==> src/rtl/conv_pkg.sv <==
// conv_pkg: shared FSM state type and dimension/address-width helpers for conv_engine
package conv_pkg;

    typedef enum logic [2:0] {IDLE, BIAS, MAC, OUT, DONE} state_t;

    function automatic int out_dim(input int n, input int k, input int pad, input int stride);
        return (n + 2 * pad - k) / stride + 1;
    endfunction

    function automatic int aw(input int n);
        return (n <= 1) ? 1 : $clog2(n);
    endfunction

endpackage

==> src/rtl/mac_unit.sv <==
// mac_unit: registered multiply-accumulate with bias load, accumulate enable and zero-operand forcing
module mac_unit #(
    parameter int DATA_W = 8,
    parameter int WGT_W  = 8,
    parameter int ACC_W  = 24
) (
    input  logic                     clk,
    input  logic                     rst_n,
    input  logic                     load,
    input  logic signed [ACC_W-1:0]  bias,
    input  logic                     en,
    input  logic                     zero,
    input  logic        [DATA_W-1:0] pix,
    input  logic signed [WGT_W-1:0]  wgt,
    output logic signed [ACC_W-1:0]  acc
);

    localparam int P_W = DATA_W + WGT_W + 1;

    logic        [DATA_W-1:0] pix_z;
    logic signed [P_W-1:0]    pix_e;
    logic signed [P_W-1:0]    wgt_e;
    logic signed [P_W-1:0]    prod;

    assign pix_z = zero ? '0 : pix;
    assign pix_e = {{(WGT_W + 1){1'b0}}, pix_z};
    assign wgt_e = {{(DATA_W + 1){wgt[WGT_W-1]}}, wgt};
    assign prod  = pix_e * wgt_e;

    // bias load starts a pixel; afterwards each enabled cycle adds one sign-extended product (wrapping)
    always_ff @(posedge clk or negedge rst_n) begin
        if (!rst_n)
            acc <= '0;
        else if (load)
            acc <= bias;
        else if (en)
            acc <= acc + {{(ACC_W - P_W){prod[P_W-1]}}, prod};
    end

endmodule

==> src/rtl/conv_engine.sv <==
// conv_engine: convolution layer engine with one time-multiplexed MAC and per-channel bias.
// Optional ReLU on the output when CONV_ENGINE_RELU_EN is defined.
module conv_engine
    import conv_pkg::*;
#(
    parameter int DATA_W = 8,
    parameter int WGT_W  = 8,
    parameter int ACC_W  = 24,
    parameter int IN_H   = 16,
    parameter int IN_W   = 15,
    parameter int IN_CH  = 1,
    parameter int OUT_CH = 10,
    parameter int K_H    = 3,
    parameter int K_W    = 3,
    parameter int STRIDE = 1,
    parameter int PAD    = 0
) (
    input  logic                                           clk,
    input  logic                                           rst_n,
    input  logic                                           start,
    output logic                                           busy,
    output logic                                           done,
    output logic                                           img_rd_en,
    output logic [aw(IN_CH*IN_H*IN_W)-1:0]                 img_addr,
    input  logic [DATA_W-1:0]                              img_data,
    output logic                                           w_rd_en,
    output logic [aw(OUT_CH*IN_CH*K_H*K_W)-1:0]            w_addr,
    input  logic [WGT_W-1:0]                               w_data,
    output logic                                           b_rd_en,
    output logic [aw(OUT_CH)-1:0]                          b_addr,
    input  logic [ACC_W-1:0]                               b_data,
    output logic                                           out_valid,
    input  logic                                           out_ready,
    output logic [ACC_W-1:0]                               out_data,
    output logic [aw(OUT_CH)-1:0]                          out_chan,
    output logic [aw(out_dim(IN_H, K_H, PAD, STRIDE))-1:0] out_row,
    output logic [aw(out_dim(IN_W, K_W, PAD, STRIDE))-1:0] out_col,
    output logic                                           chan_last
);

    localparam int OUT_H = out_dim(IN_H, K_H, PAD, STRIDE);
    localparam int OUT_W = out_dim(IN_W, K_W, PAD, STRIDE);
    localparam int IA_W  = aw(IN_CH * IN_H * IN_W);
    localparam int WA_W  = aw(OUT_CH * IN_CH * K_H * K_W);
    localparam int CA_W  = aw(OUT_CH);
    localparam int RA_W  = aw(OUT_H);
    localparam int LA_W  = aw(OUT_W);
    localparam int IC_W  = aw(IN_CH);
    localparam int KH_W  = aw(K_H);
    localparam int KW_W  = aw(K_W);

    state_t            state, state_nx;
    logic [CA_W-1:0]   oc;
    logic [RA_W-1:0]   orow;
    logic [LA_W-1:0]   ocol;
    logic [IC_W-1:0]   ic;
    logic [KH_W-1:0]   kh;
    logic [KW_W-1:0]   kw;
    logic              drain, ld, mac_v, pad_d;
    logic              pad, last_tap, last_px;
    logic [ACC_W-1:0]  acc;
    int                r, c;

    // input coordinates of the current tap and whether it lies in the zero border
    always_comb begin
        r         = int'(orow) * STRIDE - PAD + int'(kh);
        c         = int'(ocol) * STRIDE - PAD + int'(kw);
        pad       = r < 0 || r >= IN_H || c < 0 || c >= IN_W;
        img_addr  = pad ? '0 : IA_W'((int'(ic) * IN_H + r) * IN_W + c);
        w_addr    = WA_W'(((int'(oc) * IN_CH + int'(ic)) * K_H + int'(kh)) * K_W + int'(kw));
        last_tap  = ic == IC_W'(IN_CH - 1) && kh == KH_W'(K_H - 1) && kw == KW_W'(K_W - 1);
        last_px   = orow == RA_W'(OUT_H - 1) && ocol == LA_W'(OUT_W - 1);
    end

    // state register
    always_ff @(posedge clk or negedge rst_n) begin
        if (!rst_n)
            state <= IDLE;
        else
            state <= state_nx;
    end

    // next state and control outputs
    always_comb begin
        state_nx  = state;
        busy      = state == BIAS || state == MAC || state == OUT;
        done      = state == DONE;
        b_rd_en   = state == BIAS;
        w_rd_en   = state == MAC && !drain;
        img_rd_en = state == MAC && !drain && !pad;
        out_valid = state == OUT;
        chan_last = state == OUT && last_px;
        case (state)
            IDLE:    if (start) state_nx = BIAS;
            BIAS:    state_nx = MAC;
            MAC:     if (drain) state_nx = OUT;
            OUT:     if (out_ready) state_nx = (last_px && oc == CA_W'(OUT_CH - 1)) ? DONE : BIAS;
            DONE:    state_nx = IDLE;
            default: state_nx = IDLE;
        endcase
    end

    // tap and pixel counters plus the one-cycle read-to-MAC alignment flags
    always_ff @(posedge clk or negedge rst_n) begin
        if (!rst_n) begin
            {oc, orow, ocol, ic, kh, kw} <= '0;
            {drain, ld, mac_v, pad_d}    <= '0;
        end else begin
            ld    <= state == BIAS;
            mac_v <= w_rd_en;
            pad_d <= pad;
            if (state == IDLE && start)
                {oc, orow, ocol} <= '0;
            if (w_rd_en) begin
                drain <= last_tap;
                kw    <= kw == KW_W'(K_W - 1) ? '0 : kw + 1'b1;
                if (kw == KW_W'(K_W - 1)) begin
                    kh <= kh == KH_W'(K_H - 1) ? '0 : kh + 1'b1;
                    if (kh == KH_W'(K_H - 1))
                        ic <= ic == IC_W'(IN_CH - 1) ? '0 : ic + 1'b1;
                end
            end else if (state == MAC) begin
                drain <= 1'b0;
            end
            if (state == OUT && out_ready) begin
                ocol <= ocol == LA_W'(OUT_W - 1) ? '0 : ocol + 1'b1;
                if (ocol == LA_W'(OUT_W - 1)) begin
                    orow <= orow == RA_W'(OUT_H - 1) ? '0 : orow + 1'b1;
                    if (orow == RA_W'(OUT_H - 1))
                        oc <= oc == CA_W'(OUT_CH - 1) ? '0 : oc + 1'b1;
                end
            end
        end
    end

    assign b_addr   = oc;
    assign out_chan = oc;
    assign out_row  = orow;
    assign out_col  = ocol;

    mac_unit #(.DATA_W(DATA_W), .WGT_W(WGT_W), .ACC_W(ACC_W)) u_mac (
        .clk   (clk),
        .rst_n (rst_n),
        .load  (ld),
        .bias  (b_data),
        .en    (mac_v),
        .zero  (pad_d),
        .pix   (img_data),
        .wgt   (w_data),
        .acc   (acc)
    );

`ifdef CONV_ENGINE_RELU_EN
    assign out_data = acc[ACC_W-1] ? '0 : acc;
`else
    assign out_data = acc;
`endif

endmodule

==> config.mk <==
export PLATFORM = sky130hd
export DESIGN_NAME = conv_engine
export DESIGN_NICKNAME = d
export VERILOG_FILES = /design/src/rtl/conv_pkg.sv /design/src/rtl/mac_unit.sv /design/src/rtl/conv_engine.sv
export SDC_FILE = /design/constraint.sdc
export NUM_CORES = 1
export LEC_CHECK = 0
export CAP_MARGIN = 10
export CORE_MARGIN = 1
export CORE_UTILIZATION = 44
export DETAILED_ROUTE_END_ITERATION = 7
export GPL_TIMING_DRIVEN = 0
export MAX_ROUTING_LAYER = met4
export PLACE_DENSITY = 0.78
export SYNTH_ARGS = -nofsm -noshare
export SYNTH_HDL_FRONTEND = slang
export SYNTH_SLANG_ARGS = --single-unit
==> constraint.sdc <==
create_clock -name clk -period 8.3 [get_ports clk]
set_input_delay 1.66 -clock clk [delete_from_list [all_inputs] [get_ports clk]]
set_output_delay 1.66 -clock clk [all_outputs]
set_load 0.01 [all_outputs]
# Word-level counts from Yosys, hierarchy flattened
# Cells that the tools add are included.
[word_totals]
regBits = 48
inputBits = 44
out_inout_bits = 62
[op_classes]
n_addsub = 14
n_mul = 4
magnitude_cmp = 4
eq_ne = 12
muxes = 26
n_bitwise = 1
reduce_logical = 23
[op_table]
columns = ["operator", "n"]
rows = [
  ["$mux 24", 2],
  ["$mux 4", 12],
  ["$add 24x24->24", 1],
  ["$mul 9x8->17", 1],
  ["$mux 8", 2],
  ["$add 4x1->4 const B", 3],
  ["$eq 4x4->1 const B", 3],
  ["$mux 3", 4],
  ["$pmux 3 s4", 1],
  ["$add 4x2->5", 2],
  ["$lt 5x1->1 const B", 2],
  ["$logic_and 1x1->1", 9],
  ["$add 7x2->8", 1],
  ["$add 8x5->8", 1],
  ["$mul 6x4->8 const B", 1],
  ["$mul 8x2->7 const B", 1],
  ["$add 7x2->7", 1],
  ["$mul 5x2->7 const B", 1],
  ["$add 5x5->6", 1],
  ["$eq 3x2->1 const B", 2],
  ["$reduce_and 3->1", 2],
  ["$reduce_bool 2->1", 3],
  ["$add 4x1->5", 1],
  ["$ge 5x4->1 const B", 1],
  ["15 further kinds", 26],
]

# Logic depth before layout (Yosys ltp)
# Gate-level depths: netlist of run 1.
[depth]
word_depth = 7
depth_mapped = 28
ltp_nobuf = 28

# By module
# Synthesis of run 1 repeated with hierarchy kept, for this count alone.
[unflattened]
hier_cells = 805
hier_area_um2 = 7154.4
[modules_own_cells]
columns = ["module", "n_inst", "cells_each", "area_per_inst_um2"]
rows = [
  ["mac_unit", 1, 516, 4464.3],
  ["conv_engine", 1, 289, 2690.1],
]

# Worst setup path before layout of run 1
# OpenSTA, ideal clock, no wires.
[synth_path]
kind = "input to register"
from = "input port img_data[1]"
to = "register u_mac.acc[23]"
setup_ns = 0.124
t_arrival_ns = 7.600
required_time_ns = 8.176
setup_slack_ns = 0.576
path_stages = 25
n_path_buf = 0
cell_sequence = "nor2b_1 nand2_1 fa_1 fa_1 inv_1 fa_1 inv_1 fa_1 inv_1 ha_1 o21ai_0 nor2_1 o41ai_2 o21ai_2 o41ai_4 xor2_1 ha_1 a21oi_1 o21ai_0 a32oi_1 o2111ai_1 o211ai_1 xnor3_1 and3_1 o31a_1"
[synth_via]
elab_chain_len = 5
[synth_lines]
columns = ["element", "line_no", "text"]
rows = [
  ["from (decl)", "conv_engine.sv:25", "input logic [DATA_W-1:0] img_data,"],
  ["$mux 8", "mac_unit.sv:25", "assign pix_z = zero ? '0 : pix;"],
  ["$mul 9x8->17", "mac_unit.sv:28", "assign prod = pix_e * wgt_e;"],
  ["$add 24x24->24", "mac_unit.sv:37", "acc <= acc + {{(ACC_W - P_W){prod[P_W-1]}}, prod};"],
  ["$mux 24", "mac_unit.sv:36", "else if (en)"],
  ["$mux 24", "mac_unit.sv:34", "else if (load)"],
  ["to (signal assigned)", "mac_unit.sv:35", "acc <= bias;"],
  ["to (signal assigned)", "mac_unit.sv:37", ""],
  ["to (decl)", "mac_unit.sv:15", "output logic signed [ACC_W-1:0] acc"],
]
# Every way passes these cells. The select of a mux whose other input is x is not followed.
# A chain may end at the register's enable or synchronous reset.

# Final worst setup path of run 1
[layout_path]
from = "input port img_data[2]"
to = "register u_mac.acc[23]"
# Same word-level chain as after synthesis.

==> results.json, run 1 <==
{
  "cts_inserted_buffers": 5,
  "cts.sinks": 47,
  "yosys_warnings": 0,
  "yosysTopAreaCell": "ha_1",
  "relSlewSlack_pct": 46.4,
  "drive_above_1_share_pct": 7.39,
  "finalHoldViolCount": 0,
  "seqPwrFrac_pct": 12.7,
  "crit_path_end_kind": "flop",
  "period_share_pct": 97.5,
  "post-dp-hpwl_um": 13000,
  "syn-instance-count": 790,
  "regArea_um2": 1180,
  "synthToLayoutAreaGrowth_pct": 26.7,
  "grt_pass1_wl_um": 27700,
  "fmax_ghz": 0.124,
  "period_needed_ns": 8.09,
  "met1_usage_pct": 26.2,
  "antenna_found_initial": 0,
  "synth_seq_cells": 47,
  "synthTopCellsByCount": "ha_1, inv_1, nand2_1, fa_1",
  "crit_type": "in -> reg",
  "r2r_setup_slack_ns": 1.18,
  "placedCellCount": 1084,
  "postCtsHoldBufs": 0,
  "synth_nets": 997,
  "core_um2": 15200,
  "grt_use_met3_pct": 3.80,
  "syn-cell-area_um2": 6840,
  "grt_max_degree": 37,
  "setup_slack_ns": 0.210,
  "diodes": 0,
  "num_io_pins": 106,
  "skew_ns": 0.0127,
  "whs_endpoint": "drain",
  "viasPerCell": 5.41,
  "worst_pin_slew_ns": 0.798,
  "crit_fanout": 7,
  "reg2reg_depth": 29,
  "grt_use_met2_pct": 38.3,
  "rows": 45,
  "synthArstFlopShare_pct": 100,
  "hold_path_class": "reg -> reg",
  "cp.arrival_ns": 8.27,
  "final_core_util_pct": 56.9,
  "p_int_mw": 1.74,
  "synth_edf_count": 0,
  "nets": 1126,
  "min_from": "drain",
  "chipWidth_um": 127,
  "root_buffer": "clkbuf_16",
  "io_buffers": 105,
  "p_leak_nw": 4.29,
  "layout.cells.non_filler": 1108,
  "maxSlewViolCount": 0,
  "first_pass_iters": 5,
  "setup_viol": 0,
  "initial_core_util_pct": 45.0,
  "finalWirelength_um": 16600,
  "setup_tns_ns": 0,
  "yosysSeqAreaShare_pct": 17.2,
  "vias": 5992,
  "power_switching_share_pct": 48.3,
  "htreeDepth": 2,
  "clockPowerShare_pct": 6.5,
  "status": "completed",
  "die-area_um2": 16000,
  "drc": 0,
  "drv_cap": 0,
  "yosysUniqueCellTypes": 55,
  "yosys-top-cells-area": "ha_1, dfrtp_1, fa_1",
  "globalRoute.busiestLayer": "met2",
  "grt_pass1_vias": 5870,
  "timing.rr.end": "u_mac.acc[23]",
  "cts_tree": "built",
  "globalplace.congestion": 0.911,
  "overflow": 0,
  "synthDominantCellAreaShare_pct": 20.0,
  "syn_avg_cell_area_um2": 8.65,
  "rr_startpoint": "pad_d",
  "holdPathStages": 2,
  "n_fill_cell": 1352,
  "clockBufferDepth": 2,
  "clk_pin_slew_ns": 0.06,
  "grt_util_all_layers_pct": 22.0,
  "startpoint_type": "input pin",
  "multi_input_comb_area_um2": 5420,
  "combPwrFrac_pct": 80.7,
  "pre_cts_ws_ns": -0.814,
  "wl_per_cell_um": 15.0,
  "synth_top_flop_cell": "dfrtp_1",
  "insertion_delay_ns": 0.30,
  "p_sw_mw": 1.63,
  "die_h_um": 127,
  "worstPathRequired_ns": 8.48,
  "drt_iter0_markers": 276,
  "postRouteAntennaNets": 0,
  "irDropWorstVdd_mv": 0.281,
  "power.density_nw_per_um2": 389
}
repair_timing:
| action | CTS | global route |
|---|---|---|
| gates resized for setup | 27 | 22 |
| setup endpoints to repair | 4 | 6 |
| buffers inserted | 12 | 4 |
| pin swaps | 7 | 16 |
metrics by stage:
| step | instance area, um^2 | power, mW | hold WS, ns |
|---|---|---|---|
| floorplan | 6840 | 2.22 | 0.482 |
| global placement | 8120 | 2.92 | 0.530 |
| detailed placement | 8140 | 2.96 | 0.549 |
| CTS | 8530 | 3.25 | 0.581 |
| global route | 8660 | 3.72 | 0.618 |
| finish | 8660 | 3.37 | 0.583 |
logic make-up after synthesis:
group	after synthesis	synth area share (%)
AO/OA/AOI/OAI	161	15.0
XOR/XNOR	44	5.84
adder cells (fa/ha/maj)	163	35.8
buffers and inverters	124	7.03
flip-flops	47	17.2
multiplexers	14	2.07
AND/OR/NAND/NOR	237	17.1
state kept, by name (all words and copies together), names as in the netlist:
name       flops
out_col        4
ld             1
drain          1
mac_v          1
b_addr         4
out_row        4
state          3
u_mac.acc     24
kh             2
kw             2
pad_d          1
power by group through the flow:
| stage | registers (mW) | logic, mW | clock network, mW |
|---|---|---|---|
| 5_1_grt | 0.446 | 3.04 | 0.230 |
| 4_1_cts | 0.431 | 2.60 | 0.220 |
| 3_3_place_gp | 0.428 | 2.49 | 0 |
| 3_5_place_dp | 0.428 | 2.53 | 0 |
| 6_report | 0.429 | 2.72 | 0.220 |
| 2_1_floorplan | 0.432 | 1.79 | 0 |
cell usage in the layout (no fill, tap or decap), drive strengths merged, types with 5 or more instances in the layout:
cell	instances
clkbuf	17
nand3	13
o211ai	5
and2	47
clkdlybuf4s50	102
ha	109
nor2b	18
mux2i	13
xnor2	32
o21ai	48
dfrtp	47
a21o	19
nor2	48
xor2	11
inv	109
a21oi	48
nor3	11
a211oi	12
buf	23
fa	54
and3	10
nand2	69
or3	5
nand2b	8
critical path, stage by stage:
cell and delay [ns]:
clkdlybuf4s50_1 0.45, nor2b_4 0.16, nand2_1 0.10, fa_1 0.54, fa_1 0.56, inv_1 0.06
fa_1 0.56, inv_1 0.06, fa_1 0.53, inv_1 0.07, ha_4 0.26, o21ai_2 0.13
nor2_2 0.09, o41ai_4 0.25, o21ai_2 0.13, o41ai_4 0.28, buf_4 0.19, xor2_4 0.41
ha_4 0.29, a21oi_2 0.19, o21ai_2 0.10, a32oi_2 0.21, o2111ai_1 0.15, o211ai_1 0.13
xnor3_1 0.28, and3_1 0.20, o31a_1 0.23
layer usage:
| layer | part of all wire, % | wire [um] |
|---|---|---|
| met1 | 42 | 6910 |
| met2 | 50 | 8270 |
| met3 | 6.2 | 1040 |
| met4 | 2.2 | 370 |
| met5 | 0 | 0 |
worst max-delay path by stage:
stage / startpoint / end / depth (start not counted)
detailed placement: img_data[1] / u_mac.acc[23] / 26
floorplan: img_data[1] / u_mac.acc[23] / 25
finish: img_data[2] / u_mac.acc[23] / 27
global placement: img_data[1] / u_mac.acc[23] / 26
global route: img_data[2] / u_mac.acc[22] / 26
CTS: img_data[1] / u_mac.acc[23] / 27
final cells by class:
class                           instances  area share (%)
Tap cell                              188            2.72
Buffer                                 15           0.824
Timing Repair Buffer                  122            13.7
Inverter                              109            4.73
Clock buffer                            7            1.76
Sequential cell                        47            13.6
Multi-Input combinational cell        619            62.6
Clock inverter                          1          0.0867
(Power assumes the default switching activity.)
==> run 2: changes to the inputs <==
Settings changed: MAX_ROUTING_LAYER met4 to default.
==> run 2 against run 1 <==
Effect of this change:
- combinational power barely moved
- total power up 0.17%
- sequential share of layout area decreased by 0.053 points
- design area grew 0.39%
- worst hold slack got worse by 0.019 ns
- sequential cell count stayed put
- critical path type unchanged
- critical endpoint unchanged
==> results.json, run 2 (synthesis results as in run 1) <==
{
  "period_share_pct": 96.8,
  "r2r_setup_slack_ns": 1.28,
  "clockPowerShare_pct": 6.6,
  "relSlewSlack_pct": 44.6,
  "core_um2": 15200,
  "vias": 5937,
  "grt_pass1_wl_um": 27900,
  "drc": 0,
  "io_buffers": 105,
  "postLayoutCellArea_um2": 8690,
  "min_from": "drain",
  "largest_reg_flops": 24,
  "path_common_cell": "fa_1",
  "n_fill_cell": 1342,
  "crit_type": "in -> reg",
  "maxSlewViolCount": 0,
  "crit_start": "img_data[3]",
  "skew_ns": 0.0139,
  "cpMaxStageDelayCell": "fa_1",
  "seqPwrFrac_pct": 12.7,
  "cts_tree": "built",
  "cts.sinks": 47,
  "max_stage_delay_ns": 0.56,
  "rr_startpoint": "pad_d",
  "antenna_found_initial": 0,
  "p_int_mw": 1.74,
  "drive_above_1_share_pct": 7.81,
  "crit_path_end_kind": "flop",
  "status": "completed",
  "placedCellCount": 1084,
  "largest_register": "u_mac.acc",
  "worst_pin_slew_ns": 0.825,
  "whs_endpoint": "drain",
  "cts_inserted_buffers": 5,
  "synthToLayoutAreaGrowth_pct": 27.1,
  "drt_iter0_markers": 280,
  "timing.rr.end": "u_mac.acc[23]",
  "root_buffer": "clkbuf_16",
  "grt_pass1_vias": 6027,
  "post-dp-hpwl_um": 13400,
  "regArea_um2": 1180,
  "clockBufferDepth": 2,
  "first_pass_iters": 4,
  "nets": 1128,
  "p_sw_mw": 1.63,
  "num_io_pins": 106,
  "crit_fanout": 6,
  "globalplace.congestion": 0.913,
  "irDropWorstVdd_mv": 0.263,
  "hold_path_class": "reg -> reg",
  "power.density_nw_per_um2": 389,
  "drv_cap": 0,
  "die-area_um2": 16000,
  "rows": 45,
  "grt_max_degree": 36,
  "chipWidth_um": 127,
  "finalWirelength_um": 16900,
  "htreeDepth": 2,
  "clk_pin_slew_ns": 0.07,
  "postRouteAntennaNets": 0,
  "wl_per_cell_um": 15.2,
  "final_common_cell": "inv_1",
  "overflow": 0,
  "diodes": 0,
  "insertion_delay_ns": 0.30,
  "viasPerCell": 5.35,
  "dpl_cell_area_um2": 8140,
  "p_leak_nw": 4.33,
  "layout.cells.non_filler": 1110,
  "reg2reg_depth": 25,
  "initial_core_util_pct": 45.0,
  "combPwrFrac_pct": 80.7,
  "period_needed_ns": 8.04,
  "multi_input_comb_area_um2": 5420,
  "startpoint_type": "input pin",
  "setup_viol": 0,
  "final_cell_mix": "inv_1, clkdlybuf4s50_1, ha_1",
  "finalHoldViolCount": 0,
  "power_switching_share_pct": 48.4,
  "die_h_um": 127,
  "grt_util_all_layers_pct": 21.6,
  "cp.arrival_ns": 8.22,
  "worstPathRequired_ns": 8.48,
  "fmax_ghz": 0.124,
  "holdPathStages": 2
}
==> run 2: critical path: cells and delay by family <==
kind                       cells  cell delay [ns]
buffers and inverters          6             0.99
adders and majority gates      6             2.71
and+or+nand+nor                5             0.76
xor gates and xnor gates       2             0.57
AOI/OAI and AO/OA              8             1.48
==> run 2: repair_timing <==
action                                  in CTS  in global routing
setup buffers                                7                 11
pin swaps                                    4                 14
hold buffers                                 0                  0
gates resized for setup                     22                 31
endpoints found under the setup margin       4                  7
==> run 2: power by group through the flow <==
| stage | Combinational, mW | Clock [mW] | Sequential, mW |
|---|---|---|---|
| final | 2.72 | 0.223 | 0.430 |
| after detailed placement | 2.55 | 0 | 0.430 |
| after floorplan | 1.79 | 0 | 0.432 |
| after CTS | 2.60 | 0.224 | 0.429 |
| after global routing | 3.05 | 0.232 | 0.444 |
| after global placement | 2.49 | 0 | 0.428 |
==> run 2: cell type report <==
class / instances / area share (%)
Clock inverter: 1 / 0.0864
Multi-Input combinational cell: 619 / 62.4
Buffer: 15 / 0.821
Inverter: 109 / 4.71
Sequential cell: 47 / 13.5
Timing Repair Buffer: 124 / 14.0
Clock buffer: 7 / 1.76
Tap cell: 188 / 2.71
==> run 2: routing by layer <==
| metal | global-route usage, % | share of wire [%] |
|---|---|---|
| met5 | 0 | 0 |
| met4 | 6.59 | 2.5 |
| met3 | 3.29 | 4.8 |
| met2 | 39.2 | 51 |
| met1 | 26.2 | 42 |
==> run 2: worst max-delay path by stage <==
| stage | to | slack (ns) |
|---|---|---|
| 2_1_floorplan | u_mac.acc[23] | 0.58 |
| 3_3_place_gp | u_mac.acc[23] | -0.74 |
| 3_5_place_dp | u_mac.acc[23] | -0.80 |
| 4_1_cts | u_mac.acc[23] | 0.005 |
| 5_1_grt | u_mac.acc[23] | -0.05 |
| 6_report | u_mac.acc[23] | 0.26 |
==> run 2: metrics by stage <==
stage	power [mW]	hold WS (ns)	TNS, ns	util, %	worst slack (ns)
3_3_place_gp	2.91	0.529	-2.76	53.4	-0.743
4_1_cts	3.25	0.556	0	55.7	0.00536
3_5_place_dp	2.98	0.533	-3.13	53.5	-0.803
5_1_grt	3.73	0.606	-0.0478	57.2	-0.0478
6_report	3.38	0.564	0	57.2	0.263
2_1_floorplan	2.22	0.482	0	-	0.576
==> run 3: changes to the inputs <==
Settings changed: TNS_END_PERCENT from default to 50.
==> results of run 3 <==
Final layout, timing and power as in run 2 (identical DEF).
